**config.mk**
```make
export PLATFORM = sky130hd
export DESIGN_NAME = rob_buffer
export DESIGN_NICKNAME = d
export VERILOG_FILES = /design/src/rtl/rob_buffer_pkg.sv /design/src/rtl/rob_buffer_ptr_inc.sv /design/src/rtl/rob_buffer.sv
export SDC_FILE = /design/constraint.sdc
export NUM_CORES = 1
export LEC_CHECK = 0
export BUFFER_PORTS_ARGS = -buffer_cell sky130_fd_sc_hd__buf_2
export CORE_ASPECT_RATIO = 1.5
export CORE_UTILIZATION = 34
export DETAILED_ROUTE_END_ITERATION = 10
export PLACE_DENSITY_LB_ADDON = 0.1
export SYNTH_ARGS = -nofsm -noshare
export SYNTH_HDL_FRONTEND = slang
export SYNTH_SLANG_ARGS = --single-unit
export TNS_END_PERCENT = 50
```
**constraint.sdc**
```tcl
create_clock -name clk -period 4.95 [get_ports clk]
set_input_delay 0.495 -clock clk [delete_from_list [all_inputs] [get_ports clk]]
set_output_delay 0.495 -clock clk [all_outputs]
set_load 0.005 [all_outputs]
```
**src/rtl/rob_buffer_pkg.sv**
```systemverilog
// Shared constants and types for the reorder buffer.
// Ids are ROB_SIZE_WIDTH bits wide; id 0 means "no entry".
package rob_buffer_pkg;

    localparam int ROB_SIZE_WIDTH = 3;
    localparam int ROB_SIZE       = 1 << ROB_SIZE_WIDTH;

    typedef logic [ROB_SIZE_WIDTH-1:0] rob_id_t;

    localparam rob_id_t ROB_ID_NONE   = rob_id_t'(0);
    localparam rob_id_t ROB_ID_FIRST  = rob_id_t'(1);
    localparam rob_id_t ROB_COUNT_MAX = '1;

    typedef struct packed {
        logic [4:0]  rd;
        logic        is_br;
        logic        pred_taken;
        logic [31:0] alt_pc;
    } rob_meta_t;

    typedef struct packed {
        logic        ready;
        logic [31:0] value;
    } rob_lookup_t;

endpackage

```
**src/rtl/rob_buffer_ptr_inc.sv**
```systemverilog
// Ring pointer increment for the reorder buffer: wraps from the last id
// back to id 1, never producing the reserved id 0.
module rob_ptr_inc
    import rob_buffer_pkg::*;
(
    input  logic [ROB_SIZE_WIDTH-1:0] ptr_in,
    output logic [ROB_SIZE_WIDTH-1:0] ptr_out
);

    always_comb begin
        ptr_out = ptr_in + rob_id_t'(1);
        if (ptr_out == ROB_ID_NONE) begin
            ptr_out = ROB_ID_FIRST;
        end
    end

endmodule

```
**src/rtl/rob_buffer.sv**
```systemverilog
// In-order reorder buffer: allocates ids at issue, captures CDB results,
// retires in program order and flushes on a branch mispredict at commit.
// Optional macro ROB_BYPASS_EN forwards a same-cycle CDB hit to the lookups.
module rob_buffer
    import rob_buffer_pkg::*;
(
    input  logic                      clk,
    input  logic                      rst_n,
    input  logic                      rdy,
    input  logic                      issue_valid,
    input  logic                      issue_has_rd,
    input  logic [4:0]                issue_rd_in,
    input  logic                      issue_is_br,
    input  logic                      issue_pred_taken,
    input  logic [31:0]               issue_alt_pc,
    output logic                      rob_full,
    output logic [ROB_SIZE_WIDTH-1:0] issue_rob_id,
    output logic [4:0]                issue_rd,
    input  logic                      cdb_valid,
    input  logic [ROB_SIZE_WIDTH-1:0] cdb_rob_id,
    input  logic [31:0]               cdb_value,
    input  logic                      cdb_taken,
    input  logic [ROB_SIZE_WIDTH-1:0] ask_rob_id1,
    input  logic [ROB_SIZE_WIDTH-1:0] ask_rob_id2,
    output logic [31:0]               get_value1,
    output logic [31:0]               get_value2,
    output logic                      get_ready1,
    output logic                      get_ready2,
    output logic [ROB_SIZE_WIDTH-1:0] commit_rob_id,
    output logic [4:0]                commit_rd,
    output logic [31:0]               commit_value,
    output logic                      flush,
    output logic [31:0]               flush_pc
);

    logic [ROB_SIZE-1:0] busy_q, busy_d;
    logic [ROB_SIZE-1:0] ready_q, ready_d;
    logic [ROB_SIZE-1:0] taken_q, taken_d;
    logic [31:0]         value_q [ROB_SIZE];
    logic [31:0]         value_d [ROB_SIZE];
    rob_meta_t           meta_q  [ROB_SIZE];
    rob_meta_t           meta_d  [ROB_SIZE];

    rob_id_t head_q, head_d, tail_q, tail_d, count_q, count_d;
    rob_id_t head_inc, tail_inc;

    rob_id_t     commit_rob_id_q, commit_rob_id_d;
    logic [4:0]  commit_rd_q, commit_rd_d;
    logic [31:0] commit_value_q, commit_value_d;
    logic        flush_q, flush_d;
    logic [31:0] flush_pc_q, flush_pc_d;

    logic      issue_fire;
    logic      commit_fire;
    logic      cdb_hit;
    logic      mispredict;
    rob_meta_t head_meta;

    rob_ptr_inc u_head_inc (.ptr_in(head_q), .ptr_out(head_inc));
    rob_ptr_inc u_tail_inc (.ptr_in(tail_q), .ptr_out(tail_inc));

    function automatic rob_lookup_t lookup(
        input rob_id_t            id,
        input logic [ROB_SIZE-1:0] rdy_vec,
        input logic [31:0]        val,
        input logic               byp_valid,
        input rob_id_t            byp_id,
        input logic [31:0]        byp_value
    );
        rob_lookup_t r;
        r.ready = 1'b0;
        r.value = '0;
        if (id != ROB_ID_NONE) begin
            r.ready = rdy_vec[id];
            r.value = val;
`ifdef ROB_BYPASS_EN
            if (byp_valid && byp_id == id) begin
                r.ready = 1'b1;
                r.value = byp_value;
            end
`else
            if (byp_valid && byp_id == id && byp_value == val) begin
                r.ready = rdy_vec[id];
            end
`endif
        end
        return r;
    endfunction

    rob_lookup_t look1, look2;

    always_comb begin
        look1 = lookup(ask_rob_id1, ready_q, value_q[ask_rob_id1],
                       cdb_valid, cdb_rob_id, cdb_value);
        look2 = lookup(ask_rob_id2, ready_q, value_q[ask_rob_id2],
                       cdb_valid, cdb_rob_id, cdb_value);
    end

    assign get_ready1 = look1.ready;
    assign get_value1 = look1.value;
    assign get_ready2 = look2.ready;
    assign get_value2 = look2.value;

    // Full is judged on the registered count, so a retiring slot is not
    // reusable until the following cycle.
    assign rob_full     = (count_q == ROB_COUNT_MAX);
    assign issue_fire   = issue_valid && !rob_full && rdy && !flush_q;
    assign issue_rob_id = issue_fire ? tail_q : ROB_ID_NONE;
    assign issue_rd     = issue_has_rd ? issue_rd_in : 5'd0;

    assign head_meta   = meta_q[head_q];
    assign commit_fire = busy_q[head_q] && ready_q[head_q];
    assign mispredict  = head_meta.is_br && (taken_q[head_q] != head_meta.pred_taken);
    assign cdb_hit     = cdb_valid && (cdb_rob_id != ROB_ID_NONE) && busy_q[cdb_rob_id];

    always_comb begin
        busy_d          = busy_q;
        ready_d         = ready_q;
        taken_d         = taken_q;
        value_d         = value_q;
        meta_d          = meta_q;
        head_d          = head_q;
        tail_d          = tail_q;
        count_d         = count_q;
        commit_rob_id_d = ROB_ID_NONE;
        commit_rd_d     = 5'd0;
        commit_value_d  = '0;
        flush_d         = 1'b0;
        flush_pc_d      = flush_pc_q;

        if (!rdy) begin
            // frozen: only the one-cycle commit/flush pulses fall away
        end else if (flush_q) begin
            busy_d  = '0;
            ready_d = '0;
            head_d  = ROB_ID_FIRST;
            tail_d  = ROB_ID_FIRST;
            count_d = '0;
        end else begin
            if (cdb_hit) begin
                value_d[cdb_rob_id] = cdb_value;
                taken_d[cdb_rob_id] = cdb_taken;
                ready_d[cdb_rob_id] = 1'b1;
            end
            if (issue_fire) begin
                busy_d[tail_q]  = 1'b1;
                ready_d[tail_q] = 1'b0;
                meta_d[tail_q]  = '{rd: issue_rd, is_br: issue_is_br,
                                    pred_taken: issue_pred_taken, alt_pc: issue_alt_pc};
                tail_d          = tail_inc;
            end
            if (commit_fire) begin
                busy_d[head_q]  = 1'b0;
                head_d          = head_inc;
                commit_rob_id_d = head_q;
                commit_value_d  = value_q[head_q];
                commit_rd_d     = mispredict ? 5'd0 : head_meta.rd;
                if (mispredict) begin
                    flush_d    = 1'b1;
                    flush_pc_d = head_meta.alt_pc;
                end
            end
            case ({issue_fire, commit_fire})
                2'b10:   count_d = count_q + rob_id_t'(1);
                2'b01:   count_d = count_q - rob_id_t'(1);
                default: count_d = count_q;
            endcase
        end
    end

    always_ff @(posedge clk or negedge rst_n) begin
        if (!rst_n) begin
            busy_q          <= '0;
            ready_q         <= '0;
            taken_q         <= '0;
            for (int i = 0; i < ROB_SIZE; i++) begin
                value_q[i] <= '0;
                meta_q[i]  <= '0;
            end
            head_q          <= ROB_ID_FIRST;
            tail_q          <= ROB_ID_FIRST;
            count_q         <= '0;
            commit_rob_id_q <= ROB_ID_NONE;
            commit_rd_q     <= 5'd0;
            commit_value_q  <= '0;
            flush_q         <= 1'b0;
            flush_pc_q      <= '0;
        end else begin
            busy_q          <= busy_d;
            ready_q         <= ready_d;
            taken_q         <= taken_d;
            value_q         <= value_d;
            meta_q          <= meta_d;
            head_q          <= head_d;
            tail_q          <= tail_d;
            count_q         <= count_d;
            commit_rob_id_q <= commit_rob_id_d;
            commit_rd_q     <= commit_rd_d;
            commit_value_q  <= commit_value_d;
            flush_q         <= flush_d;
            flush_pc_q      <= flush_pc_d;
        end
    end

    assign commit_rob_id = commit_rob_id_q;
    assign commit_rd     = commit_rd_q;
    assign commit_value  = commit_value_q;
    assign flush         = flush_q;
    assign flush_pc      = flush_pc_q;

endmodule

```
# --- Word level (Yosys, flattened, before mapping) ---
# Cells that the tools add are included.
classes:
  n_eq_ne: 4
  n_addsub: 4
  multipliers: 0
  bitwise_logic: 12
  muxes: 73
  shifts: 0
  order_cmp: 15
  n_div: 0
  reduce_logical: 28
ops:
  columns: ["op", "count"]
  rows:
  - ["$mux 32", 10]
  - ["$bwmux 312", 1]
  - ["$bmux 32 s3", 3]
  - ["$bwmux 256", 1]
  - ["$bmux 39 s3", 1]
  - ["$demux 39 s3", 1]
  - ["$mux 39", 3]
  - ["$demux 32 s3", 1]
  - ["$mux 8", 10]
  - ["$mux 33", 2]
  - ["$mux 3", 11]
  - ["$mux 5", 5]
  - ["$ge 4x4->1 const B", 5]
  - ["$lt 3x4->1 const B", 5]
  - ["$not 3->4", 5]
  - ["$bmux 1 s3", 6]
  - ["$and 8x8->8", 2]
  - ["$not 8->8", 2]
  - ["$or 8x8->8", 2]
  - ["$mux 1", 13]
  - ["$logic_and 1x1->1", 12]
  - ["$reduce_bool 3->1", 4]
  - ["$add 3x1->3 const B", 3]
  - ["$demux 1 s3", 3]
  - ["other kinds (16)", 25]
totals:
  latchBits: 0
  romBits: 0
  ff_bits: 674
  n_memories: 0
  mem_bits_rw: 0
  out_inout_bits: 148
  elab_cells: 187

# --- Longest topological paths before layout ---
# Gate-level depths: netlist of run 1.
depth:
  depth_word: 11
  ltp_mapped: 13

# --- Cells and area by module ---
# Synthesis of run 1 repeated with hierarchy kept, for this count alone.
unflattened:
  hier_cells: 2500
  area_unflattened_um2: 31665.4
by_module_without_submodules:
  columns: ["module", "cells_per_inst", "area_each_um2", "n_inst"]
  rows:
  - ["rob_buffer", 2494, 31602.8, 1]
  - ["rob_ptr_inc", 3, 31.3, 2]

# --- Least setup slack after synthesis of run 1 ---
# No wires, ideal clock.
synth_path:
  path_type: "reg-to-reg"
  start: "register head_q[0]"
  end: "register count_q[2]"
  t_arrival_ns: 2.592
  n_path_buf: 2
  setup_slack_ns: 2.224
  path_stages_with_launch: 12
  setup_time_ns: 0.134
  synth_period_minus_slack_ns: 2.726
  required_time_ns: 4.816
  cell_sequence: "dfstp_2 -> buf_6 -> mux2i_1 -> o32ai_1 -> a311o_1 -> buf_2 -> nand2_1 -> nor2_1 -> fa_1 -> and3_1 -> a221oi_1 -> nand4_1"
synth_between:
  elab_chain_cells: 6
  word_cells_on_any_way: 11
synth_rtl:
  columns: ["item", "line_no", "text"]
  rows:
  - ["from (decl)", "rob_buffer.sv:44", "rob_id_t head_q, head_d, tail_q, tail_d, count_q, count_d;"]
  - ["from (signal assigned)", "rob_buffer.sv:180", "head_q <= ROB_ID_FIRST;"]
  - ["from (signal assigned)", "rob_buffer.sv:194", "head_q <= head_d;"]
  - ["$bmux 1 s3", "rob_buffer.sv:112", "assign commit_fire = busy_q[head_q] && ready_q[head_q];"]
  - ["$mux 1 (not written as such)", "rob_buffer.sv:112", null]
  - ["$logic_and 1x1->1 (*)", "rob_buffer.sv:112", null]
  - ["$eq 2x1->1 / $eq 2x2->1 (equally long branches)", "rob_buffer.sv:163", "case ({issue_fire, commit_fire})"]
  - ["$pmux 3 s2 / $reduce_bool 3->1 (equally long branches)", null, null]
  - ["$mux 3 / $reduce_and 2->1 (equally long branches)", null, null]
  - ["to (signal assigned)", "rob_buffer.sv:196", "count_q <= count_d;"]
  - ["to (decl)", "rob_buffer.sv:44", null]
# Every way passes the cells marked *; elsewhere a longest branch is shown, timed or not. The select of a mux whose other input is x is not followed.
# A chain may end at the register's enable or synchronous reset.

# --- Worst setup path after layout of run 1 ---
layout_path:
  start: "register head_q[1]"
  end: "register flush_pc_q[24], in the netlist flush_pc[24]"
layout_between:
  elab_chain_cells: 7
  word_cells_on_any_way: 14
layout_rtl:
  columns: ["item", "line_no", "text"]
  rows:
  - ["$not 3->4 (not written as such)", "rob_buffer.sv:111", "assign head_meta = meta_q[head_q];"]
  - ["$bmux 39 s3", "rob_buffer.sv:111", null]
  - ["$mux 39 (not written as such) (2 in series)", "rob_buffer.sv:111", null]
  - ["$ne 1x1->1", "rob_buffer.sv:113", "assign mispredict = head_meta.is_br && (taken_q[head_q] != head_meta.pred_taken);"]
  - ["$logic_and 1x1->1", "rob_buffer.sv:113", null]
  - ["$reduce_and 4->1 (no source line)", null, null]
  - ["to (signal assigned)", "rob_buffer.sv:201", "flush_pc_q <= flush_pc_d;"]
  - ["to (decl)", "rob_buffer.sv:51", "logic [31:0] flush_pc_q, flush_pc_d;"]
# Parallel ways exist; a longest one is shown, timed or not. The select of a mux whose other input is x is not followed.

==> impl_metrics.tcl, run 1 <==
set metrics [dict create \
    synth_area_um2 31600 \
    drtPass1Iterations 5 \
    setup_ws_ns 1.11 \
    hpwl_mm 61.2 \
    critPathCaptureType "flip-flop" \
    p_sw_share_pct 32.6 \
    yosys_warnings 0 \
    syn_nets 2662 \
    rsz0062_at_grt "no" \
    synth_seq_cells 674 \
    slew_headroom_pct 25.5 \
    routedWlPerCell_um 27.0 \
    synth.avg_cell_area_um2 12.3 \
    grt_max_degree 112 \
    startpoint "head_q[1]" \
    grt_pass1_wl_mm 159 \
    setup-tns-final_ns 0 \
    synth_commonest_cells "672 x dfrtp_1, 507 x mux2_2, 300 x nand2_1, 168 x clkbuf_1, 116 x a22oi_1" \
    place_area_um2 34100 \
    maxCapViolations 0 \
    power_frac_comb_pct 28.6 \
    gr-total-overflow 0 \
    synth_edf_count 0 \
    setup_violations 0 \
    maxSlewViolCount 0 \
    holdWs_ns 0.129 \
    hp-start "cdb_value[30]" \
    synth_cells 2570 \
    whs_path_depth 3 \
    reg2regPathDepth 7 \
    cts_max_level 3 \
    cts.sinks 674 \
    final_area_um2 36500 \
    p_clk_share_pct 27.4 \
    post_cts_buffers 0 \
    cts_made_buffers 75 \
    io_pins 235 \
    seq_power_share_pct 44.0 \
    core_um2 91900 \
    grt_use_total_pct 22.6 \
    grt_antenna_before_repair 12 \
    internal_power_mw 13.6 \
    tightest_slew_ns 1.11 \
    r2r_slack_ns 1.11 \
    hp-class "input pin to flip-flop" \
    finClkSkew_ns 0.0246 \
    cts_tree "built" \
    vias_per_cell 5.75 \
    area_growth_pct 15.2 \
    synthArstFlopShare_pct 100 \
    wl_mm 106 \
    hold_violations 0 \
    die_w_um 251 \
    final_cells 3944 \
    rows 136 \
    ys.flop_type "dfrtp_1" \
    final_layout_size_suffix_gt1_share_pct 38.1 \
    post-place-ws_ns 1.08 \
    nets 2811 \
    synth_top_area_share_pct 53.1 \
    grt_pass1_vias 24200 \
    rr_endpoint "flush_pc[24]" \
    cts-root-buf "clkbuf_16" \
    ys_types 59 \
    clkLatencyLatePin_ns 0.64 \
    status "finished, final reports clean" \
    placed_cells 3814 \
    crit_path_max_fanout 25 \
    clkTransAtPathRegs_ns 0.06 \
    post-route-min-period_ns 3.84 \
    cts_buffer_depth 3 \
    nFillCells 8800 \
    startpoint_type "flip-flop" \
    crit_required_ns 5.47 \
    ys_seq_area_share_pct 53.3 \
    synthMostInstantiatedCell "dfrtp_1" \
    power_density_nw_per_um2 553 \
    timing_worst_setup_path_type "flip-flop to flip-flop" \
    post-route-util_pct 39.7 \
    ant_nets 0 \
    r2r-start "head_q[1]" \
    die_area_um2 94300 \
    synth_area_leaders "dfrtp_1 53%, mux2_2 18%, mux4_2 4.7%" \
    fmax_ghz 0.260 \
    drc_errors 0 \
    power_mw 20.2 \
    p_leak_nw 16.9 \
    gp_congestion 0.782 \
    hold_end "value_q[62]" \
    dr.first_iter.drc_count 1418 \
    vdd_drop_max_v 0.000271 \
    die_y_um 376 \
    vias 22700 \
    port_buffers 234 \
    start_util_pct 34.4 \
    arrival_ns 4.36 \
    yosys.area.top_type "dfrtp_1" \
    p_sw_mw 6.57 \
    min_period_over_period_pct 77.7 \
]
-- layout make-up --
class	count	area (um^2)	area share [%]
sequential	674	16900	46.3
clock inverter	21	203	0.556
antenna	3	7.51	0.0206
clock buffer	105	2180	5.98
inverter	63	236	0.649
tap	1173	1470	4.03
multi-input combinational	1606	13700	37.6
timing repair buffer	299	1780	4.88
-- layer usage --
metal | up-vias | track usage, % | wire length (um)
met2 | 740 | 39.7 | 54100
li1 | 9804 | - | -
met1 | 11900 | 27.4 | 43200
met3 | 201 | 3.90 | 5840
met5 | - | 0 | 109
met4 | 16 | 8.56 | 3270
-- what timing repair did --
item	in CTS	in global routing
endpoints found under the hold margin	90	0
hold buffers	1	0
endpoints found under the setup margin	0	0
resized for setup	0	0
-- power by group through the flow --
stage,Sequential (mW),Clock [mW],Combinational (mW)
3_3_place_gp,8.84,0,5.70
4_1_cts,8.84,5.72,5.85
2_1_floorplan,8.41,0,4.08
5_1_grt,9.10,5.91,6.30
6_report,8.87,5.52,5.77
3_5_place_dp,8.92,0,5.83
-- state kept, by name, summed over array words and instances (netlist names) --
signal,cells
busy_q,8
commit_rd,5
commit_rob_id,3
commit_value,32
count_q,3
flush,1
flush_pc,32
head_q,3
meta_q,312
ready_q,8
tail_q,3
taken_q,8
value_q,256
-- cell usage in the layout (no fill, tap or decap), drive strengths merged, types with 14 or more instances in the layout --
master | Yosys | routed
clkbuf | 168 | 105
a21oi | 77 | 77
nor2 | 35 | 35
buf | 59 | 298
a221oi | 66 | 66
o221ai | 30 | 30
o22a | 31 | 31
mux2i | 14 | 14
inv | 61 | 62
nor4 | 32 | 32
mux2 | 537 | 537
nand2 | 300 | 300
nand4 | 20 | 20
dfrtp | 672 | 672
nand3 | 35 | 35
clkinv | 2 | 16
a22o | 20 | 20
a22oi | 116 | 116
o22ai | 90 | 90
mux4 | 66 | 66
o21ai | 66 | 66
-- worst max-delay path by stage --
| stage | end | slack [ns] | depth (start not counted) |
|---|---|---|---|
| after floorplan | count_q[2] | 2.22 | 11 |
| after global placement | flush_pc[29] | 1.10 | 7 |
| after detailed placement | flush_pc[28] | 1.08 | 7 |
| after CTS | flush_pc[24] | 1.05 | 7 |
| after global routing | flush_pc[28] | 0.83 | 7 |
| final | flush_pc[24] | 1.11 | 7 |
-- cells by family (layout without fill, tap and decap cells) --
family	after synthesis	in the layout	synth area share, %
AOI/OAI and AO/OA	516	516	11.4
xor gates and xnor gates	5	5	0.138
adders and majority gates	5	5	0.221
buffers and inverters	290	488	3.83
DFF	674	674	53.3
muxes	617	617	24.6
other	0	3	0
and+or+nand+nor	463	463	6.47
-- worst max-delay path, cell delays in order, from the launching register on --
cell and delay, ns:
dfrtp_1 0.95, a21boi_0 0.19, a211oi_1 0.28, a311o_1 0.46, nand3_2 0.25, and3b_2 0.78, buf_4 0.43, mux2_4 0.33
Note: power is estimated with default switching activity, not from simulation.
==> inputs of run 2 (changes only) <==
==> constraint.sdc (replaced) <==
create_clock -name clk -period 3.25 [get_ports clk]
set_input_delay 0.325 -clock clk [delete_from_list [all_inputs] [get_ports clk]]
set_output_delay 0.325 -clock clk [all_outputs]
set_load 0.005 [all_outputs]
==> impl_metrics.tcl, run 2 (same netlist as run 1, synthesis figures left out) <==
set metrics [dict create \
    place_area_um2 34800 \
    start_util_pct 34.4 \
    cpPeakStageDelay_ns 0.57 \
    vias 23000 \
    grt_max_degree 92 \
    grt_pass1_wl_mm 162 \
    drc_errors 0 \
    setup-tns-final_ns 0 \
    setup_ws_ns 0.263 \
    hold_buffers 68 \
    io_pins 235 \
    cts.sinks 674 \
    critPathSlowestCell "dfrtp_1" \
    critPathTopFamily "simple AND/OR/NAND/NOR gates" \
    p_sw_share_pct 32.1 \
    maxSlewViolCount 0 \
    reg_top3 "meta_q (312), value_q (256)" \
    die_area_um2 94300 \
    slew_headroom_pct 39.5 \
    status "finished, final reports clean" \
    vias_per_cell 5.65 \
    placed_cells 3873 \
    seq_power_share_pct 42.6 \
    grt_antenna_before_repair 9 \
    maxCapViolations 0 \
    hold_violations 0 \
    p_leak_nw 17.7 \
    crit_required_ns 3.82 \
    final_area_um2 38000 \
    num_antenna_cells 0 \
    final_cell_mix "672 x dfrtp_1, 507 x mux2_2, 289 x nand2_1" \
    post_cts_buffers 0 \
    largest_reg_flops 312 \
    dr.first_iter.drc_count 1640 \
    die_w_um 251 \
    cts-root-buf "clkbuf_16" \
    gr-total-overflow 0 \
    port_buffers 234 \
    cp_cell_sequence "buf_4, nand2_1, nor2_1, a211o_1, nand2_1, nor2_1, fa_1, nor2_1, nor4b_1, mux2i_1, nand4_1" \
    fmax_ghz 0.335 \
    hp-class "input pin to flip-flop" \
    drtPass1Iterations 8 \
    final_layout_size_suffix_gt1_share_pct 38.5 \
    gp_congestion 0.857 \
    cts_made_buffers 74 \
    critPathCaptureType "flip-flop" \
    vdd_drop_max_v 0.000486 \
    core_um2 91900 \
    p_clk_share_pct 28.5 \
    layout_commonest_cell "dfrtp_1" \
    hpwl_mm 65.1 \
    grt_pass1_vias 24300 \
    min_period_over_period_pct 91.9 \
    post-place-ws_ns 0.325 \
    area_growth_pct 20.2 \
    startpoint_type "flip-flop" \
    ant_nets 0 \
    arrival_ns 3.56 \
    final_cells 4073 \
    finClkSkew_ns 0.0225 \
    setup_violations 0 \
    routedWlPerCell_um 26.4 \
    cts_tree "built" \
    holdWs_ns 0.110 \
    clkLatencyLatePin_ns 0.64 \
    power_density_nw_per_um2 833 \
    p_sw_mw 10.2 \
    tightest_slew_ns 0.908 \
    power_mw 31.7 \
    rsz0062_at_grt "no" \
    power_frac_comb_pct 28.9 \
    top_register "meta_q" \
    post-route-min-period_ns 2.99 \
    crit_path_max_fanout 15 \
    nets 2936 \
    timing_worst_setup_path_type "flip-flop to flip-flop" \
    critical_path_buf_inv_count 1 \
    post_cts_resized 0 \
    rows 136 \
    cp_common_cell "nor2_1" \
    die_y_um 376 \
    grt_use_total_pct 22.9 \
    cts_buffer_depth 3 \
    clkTransAtPathRegs_ns 0.06 \
    wl_mm 108 \
    cts_max_level 3 \
    post-route-util_pct 41.4 \
    internal_power_mw 21.5 \
]
-- run 2: cell count changes in the layout (fill, tap and decap cells not counted), sizes merged --
cell / delta
diode: -3
clkinvlp: -2
inv: +1
buf: +59
dlygate4sd3: +67
bufinv: +7
-- run 2: path summary, 6_finish.rpt --
kind / from / end / slack (ns) / cells past startpoint
hold / removal: rdy / tail_q[0] / 0.11 / 3
max in group asynchronous: rst_n / meta_q[238] / 1.97 / 4
setup reg to reg: head_q[2] / count_q[2] / 0.26 / 11
min in group asynchronous: rst_n / value_q[234] / 0.26 / 2
hold reg to reg: value_q[230] / value_q[230] / 0.38 / 0
setup / recovery: head_q[2] / count_q[2] / 0.26 / 11
-- run 2: cell type report --
cell class / instances / area (um^2)
sequential: 674 / 16900
inverter: 63 / 236
clock buffer: 105 / 2170
clock inverter: 27 / 429
fill: 8755 / 53800
multi-input combinational: 1606 / 13700
tap: 1173 / 1470
timing repair buffer: 425 / 3170
-- run 2: tightest hold or removal path, stage by stage --
cell	delay, ns
buf_2	0.23
nor2_1	0.14
a21oi_1	0.05
-- run 2: routing by layer --
layer	track usage, %	routed length (um)
met1	28.2	43900
met2	39.5	53700
met3	4.19	6620
met4	8.72	3410
met5	0	89
-- run 2: power by group through the flow --
stage,registers (mW),clock network (mW),logic (mW)
floorplan,12.8,0,6.21
global placement,13.5,0,8.97
detailed placement,13.6,0,9.15
CTS,13.4,9.30,9.26
global route,13.9,9.60,9.99
finish,13.5,9.03,9.16
